### src/rtl/apb4_master_bridge.sv
// APB4 initiator: one valid/ready command at a time becomes a SETUP/ACCESS transfer, and the result is held on the response port.
// Zero-wait latency is 3 cycles from command to rsp_valid_o. cmd_ready_o is high only in IDLE. Defining APB4_MST_TIMEOUT_EN adds an ACCESS-phase abort.
module apb4_master_bridge #(
  parameter int unsigned ADDR_WIDTH     = 32,
  parameter int unsigned DATA_WIDTH     = 32,
  parameter int unsigned TIMEOUT_CYCLES = 256
) (
  input  logic                    clk_i,
  input  logic                    rst_n_i,
  input  logic                    cmd_valid_i,
  output logic                    cmd_ready_o,
  input  logic                    cmd_write_i,
  input  logic [ADDR_WIDTH-1:0]   cmd_addr_i,
  input  logic [DATA_WIDTH-1:0]   cmd_wdata_i,
  input  logic [DATA_WIDTH/8-1:0] cmd_strb_i,
  input  logic [2:0]              cmd_prot_i,
  output logic                    rsp_valid_o,
  input  logic                    rsp_ready_i,
  output logic [DATA_WIDTH-1:0]   rsp_rdata_o,
  output logic                    rsp_err_o,
  output logic                    rsp_timeout_o,
  output logic [ADDR_WIDTH-1:0]   paddr_o,
  output logic [2:0]              pprot_o,
  output logic                    psel_o,
  output logic                    penable_o,
  output logic                    pwrite_o,
  output logic [DATA_WIDTH-1:0]   pwdata_o,
  output logic [DATA_WIDTH/8-1:0] pstrb_o,
  input  logic [DATA_WIDTH-1:0]   prdata_i,
  input  logic                    pready_i,
  input  logic                    pslverr_i
);

  localparam int unsigned STRB_WIDTH = DATA_WIDTH / 8;

  if (!(DATA_WIDTH == 8 || DATA_WIDTH == 16 || DATA_WIDTH == 32) || TIMEOUT_CYCLES == 0) begin : g_bad_param
    $error("apb4_master_bridge: illegal DATA_WIDTH or TIMEOUT_CYCLES");
  end

  typedef enum logic [1:0] {IDLE, SETUP, ACCESS, RESP} state_e;

  typedef struct packed {
    logic [ADDR_WIDTH-1:0] addr;
    logic                  write;
    logic [DATA_WIDTH-1:0] wdata;
    logic [STRB_WIDTH-1:0] strb;
    logic [2:0]            prot;
  } apb_req_t;

  typedef struct packed {
    logic [DATA_WIDTH-1:0] rdata;
    logic                  err;
  } apb_rsp_t;

  state_e   state_q;
  apb_req_t req_q;
  apb_rsp_t rsp_q;
  logic     psel_q;
  logic     penable_q;
  logic     rsp_valid_q;

`ifdef APB4_MST_TIMEOUT_EN
  localparam int unsigned CNT_WIDTH = $clog2(TIMEOUT_CYCLES + 1);
  localparam logic [CNT_WIDTH-1:0] CNT_LAST = CNT_WIDTH'(TIMEOUT_CYCLES - 1);
  logic [CNT_WIDTH-1:0] cnt_q;
  logic                 timeout_q;
  assign rsp_timeout_o = timeout_q;
`else
  assign rsp_timeout_o = 1'b0;
`endif

  // Ready is a decode of the state register, so it is high while reset holds the FSM in IDLE.
  assign cmd_ready_o = (state_q == IDLE);
  assign rsp_valid_o = rsp_valid_q;
  assign rsp_rdata_o = rsp_q.rdata;
  assign rsp_err_o   = rsp_q.err;
  assign paddr_o     = req_q.addr;
  assign pprot_o     = req_q.prot;
  assign pwrite_o    = req_q.write;
  assign pwdata_o    = req_q.wdata;
  assign pstrb_o     = req_q.strb;
  assign psel_o      = psel_q;
  assign penable_o   = penable_q;

  always_ff @(posedge clk_i or negedge rst_n_i) begin
    if (!rst_n_i) begin
      state_q     <= IDLE;
      req_q       <= '0;
      rsp_q       <= '0;
      psel_q      <= 1'b0;
      penable_q   <= 1'b0;
      rsp_valid_q <= 1'b0;
`ifdef APB4_MST_TIMEOUT_EN
      cnt_q       <= '0;
      timeout_q   <= 1'b0;
`endif
    end else begin
      case (state_q)
        IDLE: begin
          if (cmd_valid_i) begin
            req_q.addr  <= cmd_addr_i;
            req_q.write <= cmd_write_i;
            req_q.wdata <= cmd_wdata_i;
            req_q.prot  <= cmd_prot_i;
            req_q.strb  <= cmd_write_i ? cmd_strb_i : '0;
            psel_q      <= 1'b1;
            state_q     <= SETUP;
`ifdef APB4_MST_TIMEOUT_EN
            cnt_q       <= '0;
`endif
          end
        end
        SETUP: begin
          penable_q <= 1'b1;
          state_q   <= ACCESS;
        end
        ACCESS: begin
          // A completing slave wins over a watchdog expiring in the same cycle.
          if (pready_i) begin
            psel_q      <= 1'b0;
            penable_q   <= 1'b0;
            rsp_valid_q <= 1'b1;
            rsp_q.err   <= pslverr_i;
            rsp_q.rdata <= (!req_q.write && !pslverr_i) ? prdata_i : '0;
            state_q     <= RESP;
          end
`ifdef APB4_MST_TIMEOUT_EN
          else if (cnt_q == CNT_LAST) begin
            psel_q      <= 1'b0;
            penable_q   <= 1'b0;
            rsp_valid_q <= 1'b1;
            rsp_q.err   <= 1'b1;
            rsp_q.rdata <= '0;
            timeout_q   <= 1'b1;
            state_q     <= RESP;
          end else begin
            cnt_q <= cnt_q + 1'b1;
          end
`endif
        end
        RESP: begin
          if (rsp_ready_i) begin
            rsp_valid_q <= 1'b0;
            rsp_q       <= '0;
            state_q     <= IDLE;
`ifdef APB4_MST_TIMEOUT_EN
            timeout_q   <= 1'b0;
`endif
          end
        end
        default: state_q <= IDLE;
      endcase
    end
  end

endmodule

### config.mk
export PLATFORM = sky130hd
export DESIGN_NAME = apb4_master_bridge
export DESIGN_NICKNAME = d
export VERILOG_FILES = /design/src/rtl/apb4_master_bridge.sv
export SDC_FILE = /design/constraint.sdc
export NUM_CORES = 1
export LEC_CHECK = 0
export ABC_AREA = 1
export BUFFER_PORTS_ARGS = -buffer_cell sky130_fd_sc_hd__buf_2
export CORE_MARGIN = 2
export CORE_UTILIZATION = 46
export DETAILED_ROUTE_END_ITERATION = 8
export PLACE_DENSITY = 0.8
export SETUP_SLACK_MARGIN = 0.3
export SLEW_MARGIN = 20
export SYNTH_ARGS = -nofsm -noshare
export SYNTH_HDL_FRONTEND = slang
export SYNTH_SLANG_ARGS = --single-unit
### constraint.sdc
create_clock -name clk_i -period 1.7 [get_ports clk_i]
set_clock_uncertainty 0.1 [all_clocks]
set_input_delay 0.085 -clock clk_i [delete_from_list [all_inputs] [get_ports clk_i]]
set_output_delay 0.085 -clock clk_i [all_outputs]
set_load 0.05 [all_outputs]
==> out/qor.txt, run 1 <==
Largest cells by area after synthesis -> sky130_fd_sc_hd__dfrtp_1 60%, sky130_fd_sc_hd__nand2_1 26%, sky130_fd_sc_hd__inv_1 3.4%, sky130_fd_sc_hd__nor2_1 2.7%, sky130_fd_sc_hd__ha_1 1.6%
Worst setup slack before clock tree synthesis -> 0.1135 ns
Worst R2R Path Depth -> 8
Number of buffers on the longest clock path -> 2
Worst-case setup margin in the final layout -> 0.04062 ns
Overflow left after global routing -> 0
Timing startpoint of the critical path -> state_q[1]
Initial antenna violation count -> 0
Number of buffers added by the clock tree synthesis step -> 9
Largest net degree at the start of global routing -> 42
Layout cells sized above 1 -> 47.85%
Number of clock sinks seen by CTS -> 110
Top cell type's share of synthesized area -> 59.72%
Vias in the first global route -> 5,316
Sequential element share of the synthesized area -> 59.72%
Power density of the placed cells -> 2141 nW/µm²
First-pass GRT wire length -> 26,280 µm
Horiz. Die Dim -> 104.1 µm
Critical path start-end classification -> reg -> reg
CTS tree -> done
Max H-tree Level -> 3
Status -> finished, final reports clean
Fin Hold WS -> 0.09470 ns
Die height -> 104.1 µm
Hold Vio Cnt, Final -> 0
Post-route ant nets -> 0
Latest clock arrival within the worst-skew pair -> 0.38 ns
Routed wirelength normalized by instance count -> 19.52 µm
LEAKAGE -> 5.097 nW
Cells after Synth -> 563
Layout Utilization -> 88.89%
Cell mode on critical path -> sky130_fd_sc_hd__nand2_2
CP delay by family, top -> flip-flops
CTS Root Cell -> sky130_fd_sc_hd__clkbuf_8
Initial DRT Pass Iterations -> 5
WP data required -> 1.92 ns
Routed vias -> 5,551
Violation count after the first detailed-routing iteration -> 327
Kind of start point of the critical path -> register
Nets@finish -> 1,042
Cell Area, Synth -> 4609 µm²
Final HPWL DP -> 8318 µm
Synth Register Bits -> 110
Global-route usage over all layers -> 30.60%
Largest driver fanout on the critical path -> 8
Clock period minus final worst setup slack -> 1.659 ns
Diode count -> 0
Total die area -> 10,840 µm²
Setup crit end -> rsp_rdata_o[2]
Internal reg-to-reg setup slack -> 0.04 ns
R2R Path End -> rsp_rdata_o[2]
Final RePlAce weighted congestion -> 0.8313
Library cell contributing the largest single delay on the critical path -> sky130_fd_sc_hd__dfrtp_2
Crit path depth -> 8
Classification of the worst-slack hold path -> in -> async
Reg-to-reg critical path startpoint -> state_q[1]
Number of warnings issued by yosys -> 0
Crit path arrival time -> 1.88 ns
Area leader, netlist -> sky130_fd_sc_hd__dfrtp_1
Final period util -> 97.61%
Final setup TNS -> 0 ns
Setup repair after global routing missed its margin -> true
Initial core utilization -> 47.38%
Via/cell ratio -> 5.222
Critical Path Max Stage Delay -> 0.47 ns
Buffer and inverter count on the worst path -> 3
I/O Pins -> 220
Post-Syn Nets -> 679
Mean instance size in the synthesized netlist -> 8.187 µm²
Worst ir drop on vdd -> 1624 µV
Post-route cell area -> 8648 µm²
Fill count -> 411
FP Rows -> 36
Total of endpoints with negative setup slack in the final report -> 0
# Max-Cap Violations -> 0
PortBufs -> 218
Number of pins exceeding their max-slew limit in the final report -> 0
Distinct cells, synth -> 17
Clock transition at the registers of the reported paths -> 0.11 ns
Crit. End Element -> register
Highest attainable clock frequency -> 602.6 MHz
Syn-to-layout area delta -> 87.62%
Post-DP Area -> 5884 µm²
Total wire length -> 20,750 µm
Number of remaining DRC errors -> 0
Cells along the critical path -> ha_2 -> nand2_2 -> inv_1 -> nor2_4 -> buf_6 -> clkbuf_16 -> nand2_2 -> nand2_1
Core box area -> 9729 µm²
## through the flow
stage                     cells  total power, mW
after floorplan             563            11.33
after global placement      898            13.29
after detailed placement    898            13.50
after CTS                  1049            16.43
after global routing       1063            19.21
final                      1063            18.52
## worst min path at each step
stage | from | end | slack, ns | cells past startpoint
after floorplan | rst_n_i | paddr_o[0] | -0.31 | 0
after global placement | rst_n_i | pwdata_o[30] | -0.04 | 1
after detailed placement | rst_n_i | paddr_o[0] | -0.03 | 1
after CTS | rsp_ready_i | state_q[0] | 0.02 | 5
after global routing | rst_n_i | rsp_rdata_o[2] | 0.12 | 2
final | rst_n_i | rsp_rdata_o[2] | 0.09 | 2
## routing by layer
metal / up-vias / global-route usage, % / share of wire, %
li1: 2382 / - / -
met1: 2692 / 35.58 / 34
met2: 385 / 54.56 / 54
met3: 92 / 4.950 / 7.5
met4: 0 / 15.54 / 4.9
met5: - / 0 / 0
## report_power, final
part / switching (mW) / internal [mW]
Clock: 0.896 / 0.563
Sequential: 0.882 / 3.88
Combinational: 8.47 / 3.83
Total: 10.2 / 8.27
## sequential cells by signal (all words and copies together), names as in the netlist
register	cells
pstrb_o	4
rsp_valid_o	1
state_q	2
paddr_o	32
pwrite_o	1
pwdata_o	32
psel_o	1
pprot_o	3
rsp_rdata_o	32
penable_o	1
rsp_err_o	1
## Yosys cell counts
master and n:
sky130_fd_sc_hd__nand2_1 324, sky130_fd_sc_hd__dfrtp_1 110, sky130_fd_sc_hd__inv_1 42, sky130_fd_sc_hd__nor2_1 33
sky130_fd_sc_hd__buf_2 12, sky130_fd_sc_hd__ha_1 6, sky130_fd_sc_hd__o21ai_0 6, sky130_fd_sc_hd__buf_4 5
sky130_fd_sc_hd__clkbuf_1 5, sky130_fd_sc_hd__nand2_2 5, sky130_fd_sc_hd__nand4_1 4, sky130_fd_sc_hd__buf_6 3
sky130_fd_sc_hd__nand3_1 3, sky130_fd_sc_hd__inv_2 2, sky130_fd_sc_hd__conb_1 1, sky130_fd_sc_hd__nand3_2 1
sky130_fd_sc_hd__nor2_4 1
## placed cells by master (no fill, tap or decap), drive strengths merged
master,Yosys,final
nand2,329,329
buf,20,258
dlygate4sd3,0,111
dfrtp,110,110
inv,44,44
nor2,34,34
clkbuf,5,19
ha,6,6
o21ai,6,6
nand4,4,4
clkinv,0,4
nand3,4,4
conb,1,1
## cells by family (layout without fill, tap and decap cells)
| kind of cell | Yosys count | in the layout | share of synthesized area (%) |
|---|---|---|---|
| AND/OR/NAND/NOR | 371 | 371 | 31.08 |
| flip-flops | 110 | 110 | 59.72 |
| buffers and inverters | 69 | 436 | 6.841 |
| adder cells (fa/ha/maj) | 6 | 6 | 1.629 |
| AO/OA/AOI/OAI | 6 | 6 | 0.6515 |
| other | 1 | 1 | 0.08136 |
## layout make-up
| cell class | count | area [µm²] | share of cell area (%) |
|---|---|---|---|
| Sequential cell | 110 | 2754 | 31.84 |
| Clock buffer | 11 | 141.4 | 1.635 |
| Tap cell | 133 | 166.4 | 1.924 |
| Clock inverter | 4 | 23.77 | 0.2749 |
| Timing Repair Buffer | 377 | 3107 | 35.92 |
| Inverter | 44 | 180.2 | 2.083 |
| Multi-Input combinational cell | 384 | 2276 | 26.32 |
## repair_timing
item,in CTS,in global routing
buffers inserted,14,5
pin swaps,9,53
gates resized for setup,60,194
setup endpoints to repair,107,110
endpoints found under the hold margin,216,0
hold buffers,111,0
cloned,11,9
No activity file was read; power rests on OpenSTA's default activity.
==> inputs of run 2 (changes only) <==
Settings changed: CORE_ASPECT_RATIO set to 1.4, CORE_UTILIZATION 46 to 30, PLACE_DENSITY 0.8 to not set.
Clock period 1.7 ns to 1.8 ns, I/O delays scaled along.
==> run 2 against run 1 <==
Design area decreased by 12%; sequential share of layout area increased by 4.4 points; critical path depth increased by 1; clock power increased by 52%; via count decreased by 16%; critical endpoint is now rsp_rdata_o[4].
==> out/qor.txt, run 2 (same netlist as run 1, synthesis figures left out) <==
LEAKAGE -> 4.419 nW (was 5.097 nW)
Normalized max-slew margin -> 63.42%
Initial core utilization -> 30.62% (was 47.38%)
Crit path arrival time -> 1.66 ns (was 1.88 ns)
Most common cell after layout, fill and taps aside -> sky130_fd_sc_hd__nand2_1 (was sky130_fd_sc_hd__buf_2)
CTS Root Cell -> sky130_fd_sc_hd__clkbuf_16 (was sky130_fd_sc_hd__clkbuf_8)
Syn-to-layout area delta -> 64.96% (was 87.62%)
Number of cells on the worst hold path -> 5
Number of buffers added by the clock tree synthesis step -> 9 (unchanged)
Routed vias -> 4,647 (was 5,551)
Number of buffers on the longest clock path -> 2 (unchanged)
Die height -> 150.7 µm (was 104.1 µm)
Crit. End Element -> register (unchanged)
Routed wirelength normalized by instance count -> 12.70 µm (was 19.52 µm)
Number of remaining DRC errors -> 0 (unchanged)
I/O Pins -> 220 (unchanged)
Total die area -> 16,390 µm² (was 10,840 µm²)
Status -> finished, final reports clean (unchanged)
Largest driver fanout on the critical path -> 25 (was 8)
Worst R2R Path Depth -> 9 (was 8)
Worst ir drop on vdd -> 1210 µV (was 1624 µV)
Latest clock arrival within the worst-skew pair -> 0.33 ns (was 0.38 ns)
Final setup TNS -> 0 ns (unchanged)
Violation count after the first detailed-routing iteration -> 269 (was 327)
Layout Utilization -> 50.51% (was 88.89%)
First-pass GRT wire length -> 21,090 µm (was 26,280 µm)
Hold Vio Cnt, Final -> 0 (unchanged)
Classification of the worst-slack hold path -> in -> reg (was in -> async)
Final HPWL DP -> 8356 µm (was 8318 µm)
Total wire length -> 13,910 µm (was 20,750 µm)
Max H-tree Level -> 3 (unchanged)
Largest net degree at the start of global routing -> 68 (was 42)
Overflow left after global routing -> 0 (unchanged)
Core box area -> 15,050 µm² (was 9729 µm²)
Total of endpoints with negative setup slack in the final report -> 0 (unchanged)
WP data required -> 1.98 ns (was 1.92 ns)
Vias in the first global route -> 4,503 (was 5,316)
Global-route usage over all layers -> 16.27% (was 30.60%)
Power density of the placed cells -> 2044 nW/µm² (was 2141 nW/µm²)
Number of pins exceeding their max-slew limit in the final report -> 0 (unchanged)
Layout cells sized above 1 -> 30.12% (was 47.85%)
Post-route ant nets -> 0 (unchanged)
PortBufs -> 218 (unchanged)
Clock period minus final worst setup slack -> 1.483 ns (was 1.659 ns)
Initial DRT Pass Iterations -> 4 (was 5)
Highest attainable clock frequency -> 674.5 MHz (was 602.6 MHz)
Setup repair after global routing missed its margin -> true (unchanged)
CTS tree -> done (unchanged)
Clock transition at the registers of the reported paths -> 0.07 ns (was 0.11 ns)
Initial antenna violation count -> 1 (was 0)
Final RePlAce weighted congestion -> 0.7859 (was 0.8313)
Kind of start point of the critical path -> register (unchanged)
Top library cells by usage in the layout, fill and taps aside -> 321 x sky130_fd_sc_hd__nand2_1, 216 x sky130_fd_sc_hd__buf_2, 111 x sky130_fd_sc_hd__dlygate4sd3_1, 109 x sky130_fd_sc_hd__dfrtp_1, 39 x sky130_fd_sc_hd__inv_1 (was 216 x sky130_fd_sc_hd__buf_2, 179 x sky130_fd_sc_hd__nand2_1, 111 x sky130_fd_sc_hd__dlygate4sd3_1, 109 x sky130_fd_sc_hd__dfrtp_1, 88 x sky130_fd_sc_hd__nand2_2)
# Max-Cap Violations -> 0 (unchanged)
Nets@finish -> 1,016 (was 1,042)
Fill count -> 1,346 (was 411)
Critical path start-end classification -> reg -> reg (unchanged)
Slew at the pin closest to its max-slew limit -> 0.5486 ns
Final period util -> 82.36% (was 97.61%)
FP Rows -> 53 (was 36)
Via/cell ratio -> 4.240 (was 5.222)
Number of clock sinks seen by CTS -> 110 (unchanged)
Horiz. Die Dim -> 108.8 µm (was 104.1 µm)
-- run 2: metrics by stage --
stage	total power, mW	setup WS (ns)	instances	hold WS (ns)	area (µm²)
after floorplan	10.65	0.3167	563	-0.3056	4629
after global placement	12.72	0.2222	960	0.03181	5966
after detailed placement	12.77	0.2002	960	0.02715	5966
after CTS	15.35	0.3020	1087	0.1324	7458
after global routing	16.46	0.2244	1095	0.1664	7601
final	15.54	0.3174	1096	0.1465	7604
-- run 2: report_power, final --
group	switching (mW)	internal [mW]
Sequential	0.648	3.66
Clock	0.875	1.35
Combinational	6.67	2.34
Total	8.19	7.35
-- run 2: layout make-up --
type	count	area, µm²	share of cell area (%)
Tap cell	192	240.2	3.159
Clock buffer	10	229.0	3.011
Clock inverter	4	97.59	1.284
Sequential cell	110	2754	36.22
Antenna cell	1	2.502	0.03291
Inverter	44	172.7	2.271
Multi-Input combinational cell	384	1582	20.80
Timing Repair Buffer	351	2526	33.22
-- run 2: routing by layer --
| metal | up-vias | track usage [%] | part of all wire [%] |
|---|---|---|---|
| met4 | 0 | 5.833 | 1.9 |
| met1 | 2134 | 19.79 | 43 |
| met5 | - | 0 | 0 |
| li1 | 2329 | - | - |
| met3 | 20 | 3.983 | 5.7 |
| met2 | 164 | 27.81 | 50 |
-- run 2: critical path, cell delays in order (launching register included) --
cell and delay (ns):
sky130_fd_sc_hd__dfrtp_1 0.41, sky130_fd_sc_hd__inv_2 0.13, sky130_fd_sc_hd__ha_4 0.17, sky130_fd_sc_hd__inv_2 0.05, sky130_fd_sc_hd__nand2_2 0.07, sky130_fd_sc_hd__nand2_2 0.06
sky130_fd_sc_hd__nor2_4 0.12, sky130_fd_sc_hd__buf_12 0.18, sky130_fd_sc_hd__nand2_1 0.07, sky130_fd_sc_hd__nand2_1 0.06
-- run 2: worst paths after layout --
check                                  end   startpoint  slack (ns)
max                         rsp_rdata_o[4]   state_q[0]        0.32
min                             state_q[1]  cmd_valid_i        0.15
max reg2reg                 rsp_rdata_o[4]   state_q[0]        0.32
min reg2reg                    paddr_o[27]  paddr_o[27]        0.38
max in group asynchronous       pstrb_o[3]      rst_n_i        0.88
min in group asynchronous  rsp_rdata_o[27]      rst_n_i        0.23
-- run 2: what timing repair did --
action | CTS | global route
resized for setup | 12 | 8
hold endpoints to repair | 216 | 0
setup buffers | 2 | 4
pin swaps | 0 | 0
hold buffers | 111 | 0
endpoints found under the setup margin | 64 | 103
gates cloned | 0 | 4
==> inputs of run 3 (changes only) <==
Settings changed: ABC_AREA 1 to 0.
Clock period 1.8 ns to 1.4 ns, I/O delays scaled along.
==> run 3 against run 2 <==
Clock-buffer cell count decreased by 1; area after synthesis decreased by 1.8%; synthesized cell count decreased by 39%; global-route usage increased by 1.0 points; sequential share of layout area decreased by 6.2 points; the flow now finishes with violations (setup timing); worst setup slack got worse by 0.68 ns; highest routed layer unchanged; via count decreased by 9.5%; cell count decreased by 14%; register-to-register slack got worse by 0.68 ns; sequential cell count unchanged; die area decreased by 1.8%; hold slack got worse by 0.11 ns.
==> out/qor.txt, run 3 <==
Status -> complete, but fails checks (was finished, final reports clean)
Failing checks -> setup timing
Total wire length -> 16,250 µm (was 13,910 µm)
Cell with the most instances after synthesis -> sky130_fd_sc_hd__dfrtp_1 (was sky130_fd_sc_hd__nand2_1)
Count of flip-flops with a built-in enable after synthesis -> 0 (unchanged)
Cells after Synth -> 341 (was 563)
Switching power of the nets -> 11.75 mW (was 8.192 mW)
CTS Root Cell -> sky130_fd_sc_hd__clkbuf_16 (unchanged)
Part of the power in registers -> 23.8% (was 27.7%)
Syn-to-layout area delta -> 103.0% (was 64.96%)
Post-synthesis simple-gate area fraction -> 4.978% (was 31.08%)
Share of the synthesized netlist area taken by xor and xnor gates -> 0% (unchanged)
Number of buffers added by the clock tree synthesis step -> 9 (unchanged)
Compound-gate portion of the synthesized area -> 2.046% (was 0.6515%)
Worst setup slack before clock tree synthesis -> -0.3141 ns (was 0.2002 ns)
Number of cells on the worst hold path -> 4 (was 5)
Via/cell ratio -> 4.438 (was 4.240)
Routed wirelength normalized by instance count -> 17.14 µm (was 12.70 µm)
Horiz. Die Dim -> 107.8 µm (was 108.8 µm)
Internal reg-to-reg setup slack -> -0.36 ns (was 0.32 ns)
Number of warnings issued by yosys -> 0 (unchanged)
Synth Register Bits -> 110 (unchanged)
# Max-Cap Violations -> 0 (unchanged)
Layout cells sized above 1 -> 55.10% (was 30.12%)
Overflow left after global routing -> 0 (unchanged)
Mux share of post-synthesis cell area -> 24.92% (was 0%)
Dominant combinational cell family by area after synthesis -> multiplexers (was simple AND/OR/NAND/NOR gates)
First-pass GRT wire length -> 21,510 µm (was 21,090 µm)
R2R Path End -> pwdata_o[1] (was rsp_rdata_o[4])
I/O Pins -> 220 (unchanged)
Number of instances in the placed design -> 757 (was 960)
Initial antenna violation count -> 1 (unchanged)
Top library cells by usage in the layout, fill and taps aside -> 121 x sky130_fd_sc_hd__buf_6, 108 x sky130_fd_sc_hd__dlygate4sd3_1, 108 x sky130_fd_sc_hd__buf_2, 107 x sky130_fd_sc_hd__dfrtp_1, 66 x sky130_fd_sc_hd__mux2_4 (was 321 x sky130_fd_sc_hd__nand2_1, 216 x sky130_fd_sc_hd__buf_2, 111 x sky130_fd_sc_hd__dlygate4sd3_1, 109 x sky130_fd_sc_hd__dfrtp_1, 39 x sky130_fd_sc_hd__inv_1)
Latest clock arrival within the worst-skew pair -> 0.34 ns (was 0.33 ns)
Kind of start point of the critical path -> register (unchanged)
Worst ir drop on vdd -> 1587 µV (was 1210 µV)
Number of buffers on the longest clock path -> 2 (unchanged)
Post-route ant nets -> 0 (unchanged)
Total of endpoints with negative setup slack in the final report -> 105 (was 0)
Fill count -> 1,065 (was 1,346)
Sw Share -> 45.61% (was 52.71%)
Number of clock sinks seen by CTS -> 110 (unchanged)
Vias in the first global route -> 4,279 (was 4,503)
Predominant post-synthesis flop cell -> sky130_fd_sc_hd__dfrtp_1 (unchanged)
Reg area -> 2756 µm² (was 2754 µm²)
LEAKAGE -> 4.478 nW (was 4.419 nW)
Violation count after the first detailed-routing iteration -> 157 (was 269)
Timing startpoint of the critical path -> state_q[1] (was state_q[0])
Mean instance size in the synthesized netlist -> 13.27 µm² (was 8.187 µm²)
CTS tree -> done (unchanged)
Distinct cells, synth -> 26 (was 17)
FP Rows -> 53 (unchanged)
Area leader, netlist -> sky130_fd_sc_hd__dfrtp_1 (unchanged)
Largest cells by area after synthesis -> sky130_fd_sc_hd__dfrtp_1 61%, sky130_fd_sc_hd__mux2_2 16%, sky130_fd_sc_hd__mux2i_1 7.7%, sky130_fd_sc_hd__nand2_1 3.7%, sky130_fd_sc_hd__inv_1 3.0% (was sky130_fd_sc_hd__dfrtp_1 60%, sky130_fd_sc_hd__nand2_1 26%, sky130_fd_sc_hd__inv_1 3.4%, sky130_fd_sc_hd__nor2_1 2.7%, sky130_fd_sc_hd__ha_1 1.6%)
Nets@finish -> 866 (was 1,016)
Overall Power -> 25.76 mW (was 15.54 mW)
Cell Area, Synth -> 4524 µm² (was 4609 µm²)
Multi-input gate area in the final layout -> 1887 µm² (was 1582 µm²)
Total die area -> 16,090 µm² (was 16,390 µm²)
Number of remaining DRC errors -> 0 (unchanged)
Sequential element share of the synthesized area -> 60.84% (was 59.72%)
Hold Vio Cnt, Final -> 0 (unchanged)
Crit. End Element -> register (unchanged)
Most common cell after layout, fill and taps aside -> sky130_fd_sc_hd__buf_6 (was sky130_fd_sc_hd__nand2_1)
FFs w/ async S/R, synth -> 100.0% (unchanged)
Clock period minus final worst setup slack -> 1.758 ns (was 1.483 ns)
Internal cell power -> 14.01 mW (was 7.350 mW)
Critical path start-end classification -> reg -> reg (unchanged)
Global-route usage over all layers -> 17.30% (was 16.27%)
Highest attainable clock frequency -> 568.8 MHz (was 674.5 MHz)
Fraction of power consumed by combinational cells -> 66.2% (was 58.0%)
Initial core utilization -> 30.46% (was 30.62%)
Power density of the placed cells -> 2805 nW/µm² (was 2044 nW/µm²)
Routed vias -> 4,207 (was 4,647)
Top cell type's share of synthesized area -> 60.84% (was 59.72%)
Worst-case setup margin in the final layout -> -0.3582 ns (was 0.3174 ns)
Die height -> 149.3 µm (was 150.7 µm)
Adder and majority gate portion of the synthesized area -> 1.659% (was 1.629%)
WP data required -> 1.54 ns (was 1.98 ns)
Max H-tree Level -> 3 (unchanged)
Final HPWL DP -> 8873 µm (was 8356 µm)
PortBufs -> 218 (unchanged)
Crit path arrival time -> 1.90 ns (was 1.66 ns)
Fin Hold WS -> 0.03300 ns (was 0.1465 ns)
Largest net degree at the start of global routing -> 63 (was 68)
Worst R2R Path Depth -> 6 (was 9)
Ranking of synthesized cells by instance count -> 110 x sky130_fd_sc_hd__dfrtp_1, 65 x sky130_fd_sc_hd__mux2_2, 45 x sky130_fd_sc_hd__nand2_1, 36 x sky130_fd_sc_hd__inv_1, 35 x sky130_fd_sc_hd__mux2i_1 (was 324 x sky130_fd_sc_hd__nand2_1, 110 x sky130_fd_sc_hd__dfrtp_1, 42 x sky130_fd_sc_hd__inv_1, 33 x sky130_fd_sc_hd__nor2_1, 12 x sky130_fd_sc_hd__buf_2)
Initial DRT Pass Iterations -> 4 (unchanged)
Part of the power in the clock network -> 10.0% (was 14.3%)
Core box area -> 14,850 µm² (was 15,050 µm²)
Number of pins exceeding their max-slew limit in the final report -> 0 (unchanged)
Final instance count without filler cells -> 948 (was 1,096)
Clock transition at the registers of the reported paths -> 0.09 ns (was 0.07 ns)
Reg-to-reg critical path startpoint -> state_q[1] (was state_q[0])
Setup repair after global routing missed its margin -> true (unchanged)
Classification of the worst-slack hold path -> in -> reg (unchanged)
Final RePlAce weighted congestion -> 0.7356 (was 0.7859)
Final period util -> 125.6% (was 82.36%)
End point of the most critical hold path -> penable_o (was state_q[1])
Post-Syn Nets -> 457 (was 679)
Hold path startpoint -> pready_i (was cmd_valid_i)
Largest driver fanout on the critical path -> 6 (was 25)
run 3: cell types whose count changed in the layout (fill, tap and decap cells not counted), sizes merged, moves of 4 or more:
cell   delta
buf      +61
nand4     -4
nor2     -33
mux2     +69
nand2   -284
mux2i    +35
run 3: worst max path at each step:
stage                                 end  slack [ns]  cells past startpoint
after floorplan              pwdata_o[12]       -0.43                      7
after global placement        paddr_o[14]       -0.24                      5
after detailed placement  rsp_rdata_o[11]       -0.31                      6
after CTS                      state_q[1]       -0.31                      3
after global routing      rsp_rdata_o[13]       -0.44                      7
final                         pwdata_o[1]       -0.36                      6
run 3: worst max-delay path, cell delays in order (launching register included):
cell and delay, ns:
sky130_fd_sc_hd__dfrtp_2 0.47, sky130_fd_sc_hd__inv_2 0.10, sky130_fd_sc_hd__ha_4 0.15, sky130_fd_sc_hd__and2_4 0.25, sky130_fd_sc_hd__buf_6 0.14, sky130_fd_sc_hd__buf_16 0.12
sky130_fd_sc_hd__mux2_4 0.31
run 3: per-stage QoR:
stage	setup TNS [ns]	utilization, %	cell area, µm²
after CTS	-28.04	55.90	8303
after floorplan	-33.65	-	4633
after global placement	-21.08	40.89	6073
final	-27.85	61.82	9183
after detailed placement	-25.76	40.89	6073
after global routing	-34.42	61.82	9183
run 3: power by group through the flow:
| stage | Clock (mW) | Combinational, mW | Sequential [mW] |
|---|---|---|---|
| 2_1_floorplan | 0 | 3.37 | 11.1 |
| 3_5_place_dp | 0 | 11.8 | 5.67 |
| 4_1_cts | 2.64 | 14.5 | 5.99 |
| 6_report | 2.58 | 17.1 | 6.12 |
| 3_3_place_gp | 0 | 11.6 | 5.62 |
| 5_1_grt | 2.79 | 17.7 | 6.30 |
run 3: repair_timing:
action	CTS	global route
cloned	2	10
pin swaps	3	8
hold endpoints to repair	215	0
gates resized for setup	227	100
buffers inserted	10	44
setup endpoints to repair	219	209
hold buffers	108	0
run 3: metal layers:
metal	global-route usage (%)	vias up	wire (µm)
li1	-	1943	-
met1	18.20	2076	5879
met2	32.26	147	9065
met3	4.150	41	660
met4	7.436	0	640
met5	0	-	0
run 3: logic make-up (layout without fill, tap and decap cells):
| group | count (synthesis) | count (layout) |
|---|---|---|
| AO/OA/AOI/OAI | 13 | 13 |
| adder cells (fa/ha/maj) | 6 | 6 |
| buffers and inverters | 53 | 466 |
| flip-flops | 110 | 110 |
| multiplexers | 104 | 104 |
| other | 1 | 2 |
| AND/OR/NAND/NOR | 54 | 55 |
run 3: layout make-up:
type,instances,area share [%]
timing repair buffer,413,42.01
sequential,110,30.02
multi-input combinational,179,20.55
tap,192,2.616
clock buffer,9,2.453
inverter,37,1.540
clock inverter,7,0.7903
antenna,1,0.02725
